**config.mk**
```make
export PLATFORM = sky130hd
export DESIGN_NAME = apb_bridge_multi
export DESIGN_NICKNAME = d
export VERILOG_FILES = /design/src/rtl/apb_bridge_multi.sv
export SDC_FILE = /design/constraint.sdc
export NUM_CORES = 1
export LEC_CHECK = 0
export BUFFER_PORTS_ARGS = -buffer_cell sky130_fd_sc_hd__buf_2
export CAP_MARGIN = 10
export CORE_AREA = 2 2 106 108
export CTS_CLUSTER_DIAMETER = 40
export CTS_CLUSTER_SIZE = 40
export DETAILED_ROUTE_END_ITERATION = 16
export DIE_AREA = 0 0 108 110
export PLACE_DENSITY = 0.8
export SETUP_SLACK_MARGIN = 0.4
export SYNTH_ARGS = -nofsm -noshare
export SYNTH_HDL_FRONTEND = slang
export SYNTH_SLANG_ARGS = --single-unit
```
**constraint.sdc**
```tcl
create_clock -name Hclk -period 2 [get_ports Hclk]
set_clock_uncertainty 0.2 [all_clocks]
set_input_delay 0.3 -clock Hclk [delete_from_list [all_inputs] [get_ports Hclk]]
set_output_delay 0.3 -clock Hclk [all_outputs]
set_load 0.01 [all_outputs]
```
**src/rtl/apb_bridge_multi.sv**
```systemverilog
// AHB-to-APB bridge: decodes NUM_SLV contiguous APB regions, with APB wait
// states, slave/decode error responses and a Pready timeout abort.
// Ports: AHB slave side (Hclk, Hreset, Hwrite, Hreadyin, Htrans, Haddr,
//   Hwdata, Hreadyout, Hresp, Hrdata); APB master side (Pselx, Paddr,
//   Pwdata, Pwrite, Penable, Prdata, Pready, Pslverr), one slice per slave.
module apb_bridge_multi #(
  parameter int ADDR_W = 32,
  parameter int DATA_W = 32,
  parameter int NUM_SLV = 3,
  parameter logic [ADDR_W-1:0] SLV_BASE = 32'h8000_0000,
  parameter int SLV_SIZE_LOG2 = 26,
  parameter int TIMEOUT = 16
) (
  input  logic                      Hclk,
  input  logic                      Hreset,
  input  logic                      Hwrite,
  input  logic                      Hreadyin,
  input  logic [1:0]                Htrans,
  input  logic [ADDR_W-1:0]         Haddr,
  input  logic [DATA_W-1:0]         Hwdata,
  input  logic [NUM_SLV*DATA_W-1:0] Prdata,
  input  logic [NUM_SLV-1:0]        Pready,
  input  logic [NUM_SLV-1:0]        Pslverr,
  output logic [NUM_SLV-1:0]        Pselx,
  output logic [ADDR_W-1:0]         Paddr,
  output logic [DATA_W-1:0]         Pwdata,
  output logic                      Pwrite,
  output logic                      Penable,
  output logic                      Hreadyout,
  output logic [1:0]                Hresp,
  output logic [DATA_W-1:0]         Hrdata
);

  localparam int CW = (TIMEOUT > 0) ? $clog2(TIMEOUT + 1) : 1;

  typedef enum logic [2:0] {
    S_IDLE, S_WDATA, S_SETUP, S_ACCESS, S_ERR1, S_ERR2
  } state_t;

  state_t r_state, w_next;
  logic [2:0] r_idx;
  logic [CW-1:0] r_cnt;

  logic [ADDR_W-1:0] w_off, w_region;
  logic w_hit, w_req, w_acc, w_tmo;
  logic [2:0] w_idx;
  logic w_pready, w_perr;
  logic [DATA_W-1:0] w_prdata;
  logic [CW-1:0] w_cnt_nxt;
  logic w_unused;

  assign w_unused = Htrans[0];

  // Region number relative to the base; below-base addresses wrap high.
  assign w_off = Haddr - SLV_BASE;
  assign w_region = w_off >> SLV_SIZE_LOG2;
  assign w_hit = (Haddr >= SLV_BASE) && (w_region < ADDR_W'(NUM_SLV));
  assign w_idx = w_region[2:0];

  always_comb begin
    w_pready = 1'b0;
    w_perr = 1'b0;
    w_prdata = '0;
    for (int i = 0; i < NUM_SLV; i++) begin
      if (r_idx == 3'(i)) begin
        w_pready = Pready[i];
        w_perr = Pslverr[i];
        w_prdata = Prdata[i*DATA_W +: DATA_W];
      end
    end
  end

  assign w_cnt_nxt = (r_cnt == '1) ? r_cnt : r_cnt + CW'(1);
  // Abort on the cycle the low-Pready count reaches TIMEOUT.
  assign w_tmo = (TIMEOUT != 0) && (r_state == S_ACCESS) && !w_pready
                 && (w_cnt_nxt == CW'(TIMEOUT));

  assign w_req = Hreadyin && Htrans[1];
  assign w_acc = w_req && ((r_state == S_IDLE) || (r_state == S_ERR2) ||
                 ((r_state == S_ACCESS) && w_pready && !w_perr));

  always_comb begin
    w_next = r_state;
    unique case (r_state)
      S_IDLE, S_ERR2: begin
        if (w_acc) w_next = !w_hit ? S_ERR1 : (Hwrite ? S_WDATA : S_SETUP);
        else w_next = S_IDLE;
      end
      S_WDATA: w_next = S_SETUP;
      S_SETUP: w_next = S_ACCESS;
      S_ACCESS: begin
        if (w_pready) begin
          if (w_perr) w_next = S_ERR2;
          else if (w_acc) w_next = !w_hit ? S_ERR1 :
                                   (Hwrite ? S_WDATA : S_SETUP);
          else w_next = S_IDLE;
        end else if (w_tmo) begin
          w_next = S_ERR2;
        end
      end
      S_ERR1: w_next = S_ERR2;
      default: w_next = S_IDLE;
    endcase
  end

  always_comb begin
    Pselx = '0;
    Penable = 1'b0;
    Hreadyout = 1'b1;
    Hresp = 2'b00;
    Hrdata = '0;
    if ((r_state == S_SETUP) || (r_state == S_ACCESS)) begin
      for (int i = 0; i < NUM_SLV; i++)
        if (r_idx == 3'(i)) Pselx[i] = 1'b1;
    end
    unique case (r_state)
      S_WDATA, S_SETUP: Hreadyout = 1'b0;
      S_ACCESS: begin
        Penable = 1'b1;
        Hrdata = w_prdata;
        Hreadyout = w_pready && !w_perr;
        if ((w_pready && w_perr) || w_tmo) Hresp = 2'b01;
      end
      S_ERR1: begin
        Hreadyout = 1'b0;
        Hresp = 2'b01;
      end
      S_ERR2: Hresp = 2'b01;
      default: ;
    endcase
  end

  always_ff @(posedge Hclk) begin
    if (Hreset) begin
      r_state <= S_IDLE;
      r_idx <= '0;
      r_cnt <= '0;
      Paddr <= '0;
      Pwrite <= 1'b0;
      Pwdata <= '0;
    end else begin
      r_state <= w_next;
      if (w_acc) begin
        r_idx <= w_idx;
        Paddr <= Haddr;
        Pwrite <= Hwrite;
      end
      if (r_state == S_WDATA) Pwdata <= Hwdata;
      if (r_state == S_SETUP) r_cnt <= '0;
      else if ((r_state == S_ACCESS) && !w_pready) r_cnt <= w_cnt_nxt;
    end
  end

endmodule

```
==> results of run 1 <==
[cells by family after synthesis]
logic type | count (synthesis)
other | 1
adder cells (fa/ha/maj) | 2
XOR/XNOR | 4
AND/OR/NAND/NOR | 198
flip-flops | 73
AO/OA/AOI/OAI | 123
buffers and inverters | 47
multiplexers | 37
[power breakdown]
part           total (uW)  internal (uW)  switching (uW)  leakage [uW]
sequential           1850           1670             184      0.000598
combinational        3420           1760            1660       0.00292
clock                1310            708             601      0.000107
[metal layers]
| layer | vias up | global-route usage, % | routed length [um] |
|---|---|---|---|
| li1 | 2440 | - | - |
| met1 | 2562 | 28.7 | 7050 |
| met2 | 358 | 54.1 | 10800 |
| met3 | 105 | 7.17 | 1800 |
| met4 | 2 | 13.8 | 1230 |
| met5 | - | 0 | 8 |
[critical path: stages (launching register included)]
cell	delay, ns
dfxtp_2	0.36
ha_4	0.14
xor2_1	0.16
nand4_1	0.11
a2111o_1	0.41
mux2_4	0.29
o21ai_4	0.14
buf_6	0.12
[repair_timing]
| item | in CTS | in global routing |
|---|---|---|
| buffers inserted | 19 | 11 |
| cloned | 13 | 6 |
| endpoints found under the setup margin | 113 | 113 |
| pin swaps | 55 | 35 |
| hold endpoints to repair | 56 | 1 |
| resized for setup | 141 | 87 |
| hold buffers | 56 | 1 |
[final cells by class]
type	instances	area [um2]
clock inverter	6	91.3
antenna	5	12.5
clock buffer	10	128
sequential	73	1480
fill	680	2570
inverter	4	17.5
multi-input combinational	366	2980
timing repair buffer	412	3230
tap	140	175
[placed cells by master (no fill, tap or decap), drive strengths merged, types with 5 or more instances in the layout]
cell type and instances:
a21oi 77, buf 350, clkbuf 15, dfxtp 73, diode 5, dlygate4sd3 57, inv 5, mux2i 36
nand2 69, nand2b 5, nor2 103, o22ai 32
[path summary, 6_finish.rpt]
check | startpoint | end | slack [ns]
hold reg to reg | Pwdata[2]$_SDFFE_PP0N_ | Pwdata[2]$_SDFFE_PP0N_ | 0.26
hold / removal | Haddr[25] | Paddr[25]$_SDFFE_PP0N_ | 0.008
setup / recovery | r_cnt[1]$_SDFFE_PP0P_ | Hresp[0] | -0.58
setup reg to reg | Paddr[27]$_SDFFE_PP0N_ | Paddr[26]$_SDFFE_PP0N_ | -0.26
[Yosys cell counts, types with 3 or more instances]
cell type | number | area, um2
mux2i_1 | 36 | 360
dfxtp_1 | 73 | 1460
clkbuf_1 | 32 | 120
buf_2 | 4 | 20.0
o22ai_1 | 32 | 200
a21oi_1 | 77 | 385
nand2_1 | 69 | 259
nand2b_1 | 4 | 25.0
nor2_1 | 103 | 387
or3_1 | 3 | 18.8
nor2b_1 | 3 | 18.8
nor3_1 | 3 | 15.0
o21ai_1 | 4 | 20.0
[per-stage QoR]
step	power, uW	setup WS [ns]
final	6590	-0.577
after global routing	6840	-0.618
after CTS	5930	-0.506
after detailed placement	3750	-0.224
after global placement	3710	-0.222
after floorplan	3100	-0.192
[sequential cells by signal (all words and copies together) (netlist names)]
signal,flops
Paddr,32
Pwdata,32
Pwrite,1
r_cnt,5
r_state,3
==> run metrics, run 1 <==
status=finished with violations; failing checks=setup timing; crit-path max FO=2; critical path arrival=2.08 ns; main combinational cell family by area after synthesis=simple AND/OR/NAND/NOR gates; DIE AREA=11900 um2; Slew Limit Fails=0; Crit Path Class=flop to output port; clock buffer depth=2; final core occ=75.9%; Worst EP required=1.50 ns; TritonCTS clock tree=yes; final hold violation count=0; worst hold path cell count=3; share of layout cells above drive strength 1=64.6%; final wirelength=20900 um; Synth Instances=485; crit share post-route=129%; placed cells=889; #FFs+latches synth=73; # clock sinks=73; PwrDens=811 nW/um2; clk slew on worst S/H paths=0.08 ns; chip height=110 um; Max-Cap Viols=0; antenna-violating nets left=0; port bufs=273; H-tree depth=3; EDFF count, synth=0; 1st-pass router iterations=7; area post-placement=5580 um2; DRC=0; DRT iter0 DRCs=422; Synth cell types=45; min-delay worst type=primary input to flop; Synth Net Count=658; core area=10700 um2; post-synthesis sequential area ratio=40.0%; IO Pins=276; worst hold slack=0.00828 ns; Synth Area in XOR/XNOR=0.959%; global-route wire length before repair=25700 um; GP Congestion=0.862; GRT Resource Usage Total=28.3%; initial antenna violation count=6; initial core utilization=34.2%; Setup Viol. Count Final=71; routed vias=5467; mux cell area share after synthesis=10.2%; P&R area growth vs syn=122%; largest net degree at the start of global routing=44; post-route setup slack=-0.577 ns; final cell count without fillers=1016; TNS Setup=-16.39 ns; Synth Area in Adders=0.616%; Die X=108 um; crit end category=output port; CTS Buf Count=9; synth warn=0; Post-synth top flop=dfxtp_1; DR WL/cell=20.5 um; Synth Area in Simple Gates=22.7%; CP Launch Type=flop; Syn Area/Cell=7.53 um2; reg2reg path depth=10; Compound-Gate Fraction of Synth Area=19.0%; Final #Nets=1039; total congestion overflow=0; maximum vdd drop=594 uV; CTS root buf=clkbuf_8; RSZ-0062 raised after global routing=true; LEAKAGE=0.00362 uW; DP HPWL=10500 um; design area=8120 um2; Period minus WS final=2.58 ns; Fmax=388 MHz; vias in the first global route=5134; post-DR vias/cell=5.38; cell area after synthesis=3650 um2; Skew-Pair Late Insertion Delay=0.36 ns; Row Count=38; Post-synth ARST share=0%
No activity file was read; power rests on OpenSTA's default activity.
==> run 2: changes to the inputs <==
--- a/config.mk
+++ b/config.mk
@@ -7,12 +7,12 @@
 export LEC_CHECK = 0
 export BUFFER_PORTS_ARGS = -buffer_cell sky130_fd_sc_hd__buf_2
 export CAP_MARGIN = 10
-export CORE_AREA = 2 2 106 108
+export CORE_AREA = 2 2 108 110
 export CTS_CLUSTER_DIAMETER = 40
 export CTS_CLUSTER_SIZE = 40
 export DETAILED_ROUTE_END_ITERATION = 16
-export DIE_AREA = 0 0 108 110
-export PLACE_DENSITY = 0.8
+export DIE_AREA = 0 0 110 112
+export PLACE_DENSITY = 0.75
 export SETUP_SLACK_MARGIN = 0.4
 export SYNTH_ARGS = -nofsm -noshare
 export SYNTH_HDL_FRONTEND = slang
==> constraint.sdc (replaced) <==
create_clock -name Hclk -period 3.2 [get_ports Hclk]
set_clock_uncertainty 0.2 [all_clocks]
set_input_delay 0.48 -clock Hclk [delete_from_list [all_inputs] [get_ports Hclk]]
set_output_delay 0.48 -clock Hclk [all_outputs]
set_load 0.01 [all_outputs]
==> run 2 against run 1 <==
The run now ends clean. Global-route usage shrank 9.9 points. Flip-flop and latch count is the same. Die area grew 3.7%. Largest power group is now sequential cells. Final area shrank 33%. Wire length shrank 42%.
==> run metrics, run 2 (synthesis gave the netlist of run 1 again) <==
area post-placement=5080 um2; DRC=0; most common cell after layout, fill and taps aside=buf_2; worst slack, placed=0.587 ns; Final #Nets=910; antenna-violating nets left=0; CTS Buf Count=9; Max-Cap Viols=0; Comb pwr share=31.8%; min-delay worst type=primary input to flop; post-route setup slack=0.454 ns; clk slew on worst S/H paths=0.06 ns; Post-CTS Hold Fix Bufs=0; total power=3180 uW; DR WL/cell=13.6 um; 1st-pass router iterations=6; # clock sinks=73; PwrDens=585 nW/um2; TNS Setup=0 ns; crit share post-route=85.8%; Worst EP required=2.52 ns; final wirelength=12100 um; DP HPWL=9200 um; most frequent cells in the layout=buf_2, nor2_1, a21oi_1; GP Congestion=0.800; vias in the first global route=3822; TritonCTS clock tree=yes; IO Pins=276; port bufs=273; crit-path max FO=7; final hold violation count=0; clock buffer depth=2; Switching Share=33.0%; largest net degree at the start of global routing=36; DIE AREA=12300 um2; maximum vdd drop=453 uV; Rel. slew slack=28.5%; Crit path buffers/inverters=1; Reg power frac=35.5%; Fmax=364 MHz; clock share of power=32.6%; Die X=110 um; post-DR vias/cell=4.82; CP max stage delay=0.39 ns; Crit Path Class=flop to output port; LEAKAGE=0.00265 uW; Slew Limit Fails=0; total congestion overflow=0; final core occ=48.6%; status=completed; routed vias=4268; CP max stage cell=a2111o_1; CTS root buf=clkbuf_16; Period minus WS final=2.75 ns; CP top delay family=compound AO/OA/AOI/OAI gates; P&R area growth vs syn=48.7%; CP Launch Type=flop; Skew-Pair Late Insertion Delay=0.32 ns; Worst Tran Pin Value=1.07 ns; crit end category=output port; RSZ-0062 raised after global routing=true; critical path arrival=2.07 ns; GRT Resource Usage Total=18.4%; design area=5430 um2; DRT iter0 DRCs=183; Largest regs=Paddr: 32 flops, Pwdata: 32 flops, r_cnt: 5 flops; internal power=2130 uW; Psw=1050 uW; initial core utilization=32.7%; Row Count=39; H-tree depth=3; initial antenna violation count=1; crit-path cells=ha_4 -> xor2_1 -> nand4_1 -> a2111o_1 -> mux2_2 -> o21ai_1 -> buf_4; chip height=112 um; share of layout cells above drive strength 1=42.0%; global-route wire length before repair=17800 um; core area=11200 um2; Setup Viol. Count Final=0
==> run 2: cell count changes in the layout (fill, tap and decap cells not counted), sizes merged <==
cell | previous run | this run
buf | 350 | 284
clkinv | 2 | 1
diode | 5 | 1
dlygate4sd3 | 57 | 0
bufinv | 2 | 1
nand2b | 5 | 4
clkbuf | 15 | 11
clkinvlp | 1 | 2
==> run 2: worst reg2reg max path, cell delays in order, from the launching register on <==
cell and delay, ns:
dfxtp_1 0.35, buf_4 0.23, nand3b_1 0.13, o22a_1 0.25, o31ai_4 0.30, buf_12 0.27, mux2i_1 0.28, nor2_1 0.05
==> run 2: layout make-up <==
type,count,area [um2]
flip-flops and latches,73,1470
clock inverters,5,62.6
multi-input cells,365,1990
fillers,1146,5740
clock buffers,11,253
repair buffers,284,1460
inverters,4,15.0
diodes,1,2.50
well taps,143,179
==> run 2: layer usage <==
layer / up-vias / GRT usage [%] / routed length [um]
li1: 2163 / - / -
met1: 1896 / 20.3 / 4640
met2: 193 / 33.7 / 6230
met3: 16 / 4.16 / 1010
met4: 0 / 6.67 / 195
met5: - / 0 / 0
==> run 2: path summary, 6_finish.rpt <==
check / from / endpoint / slack [ns] / cells past startpoint
hold reg to reg: Pwdata[11]$_SDFFE_PP0N_ / Pwdata[11]$_SDFFE_PP0N_ / 0.25 / 2
setup / recovery: r_cnt[0]$_SDFFE_PP0P_ / Hresp[0] / 0.45 / 7
hold / removal: Haddr[8] / Paddr[8]$_SDFFE_PP0N_ / 0.19 / 3
setup reg to reg: Paddr[26]$_SDFFE_PP0N_ / Paddr[11]$_SDFFE_PP0N_ / 1.02 / 7
==> run 2: stage by stage <==
step	hold slack (ns)	cells
after global routing	0.185	886
final	0.190	886
after global placement	0.239	868
after CTS	0.178	885
after detailed placement	0.243	868
after floorplan	0.281	485
==> run 2: power groups by stage <==
stage | Clock (uW) | Sequential, uW | Combinational, uW
floorplan | 0 | 1180 | 643
global placement | 0 | 1140 | 1000
detailed placement | 0 | 1150 | 1010
CTS | 1060 | 1130 | 1020
global route | 1100 | 1150 | 1130
finish | 1040 | 1130 | 1010
==> run 2: timing repair <==
item	CTS	global route
pin swaps	1	1
cloned	0	0
setup endpoints to repair	5	21
resized for setup	8	1
buffers inserted	1	0
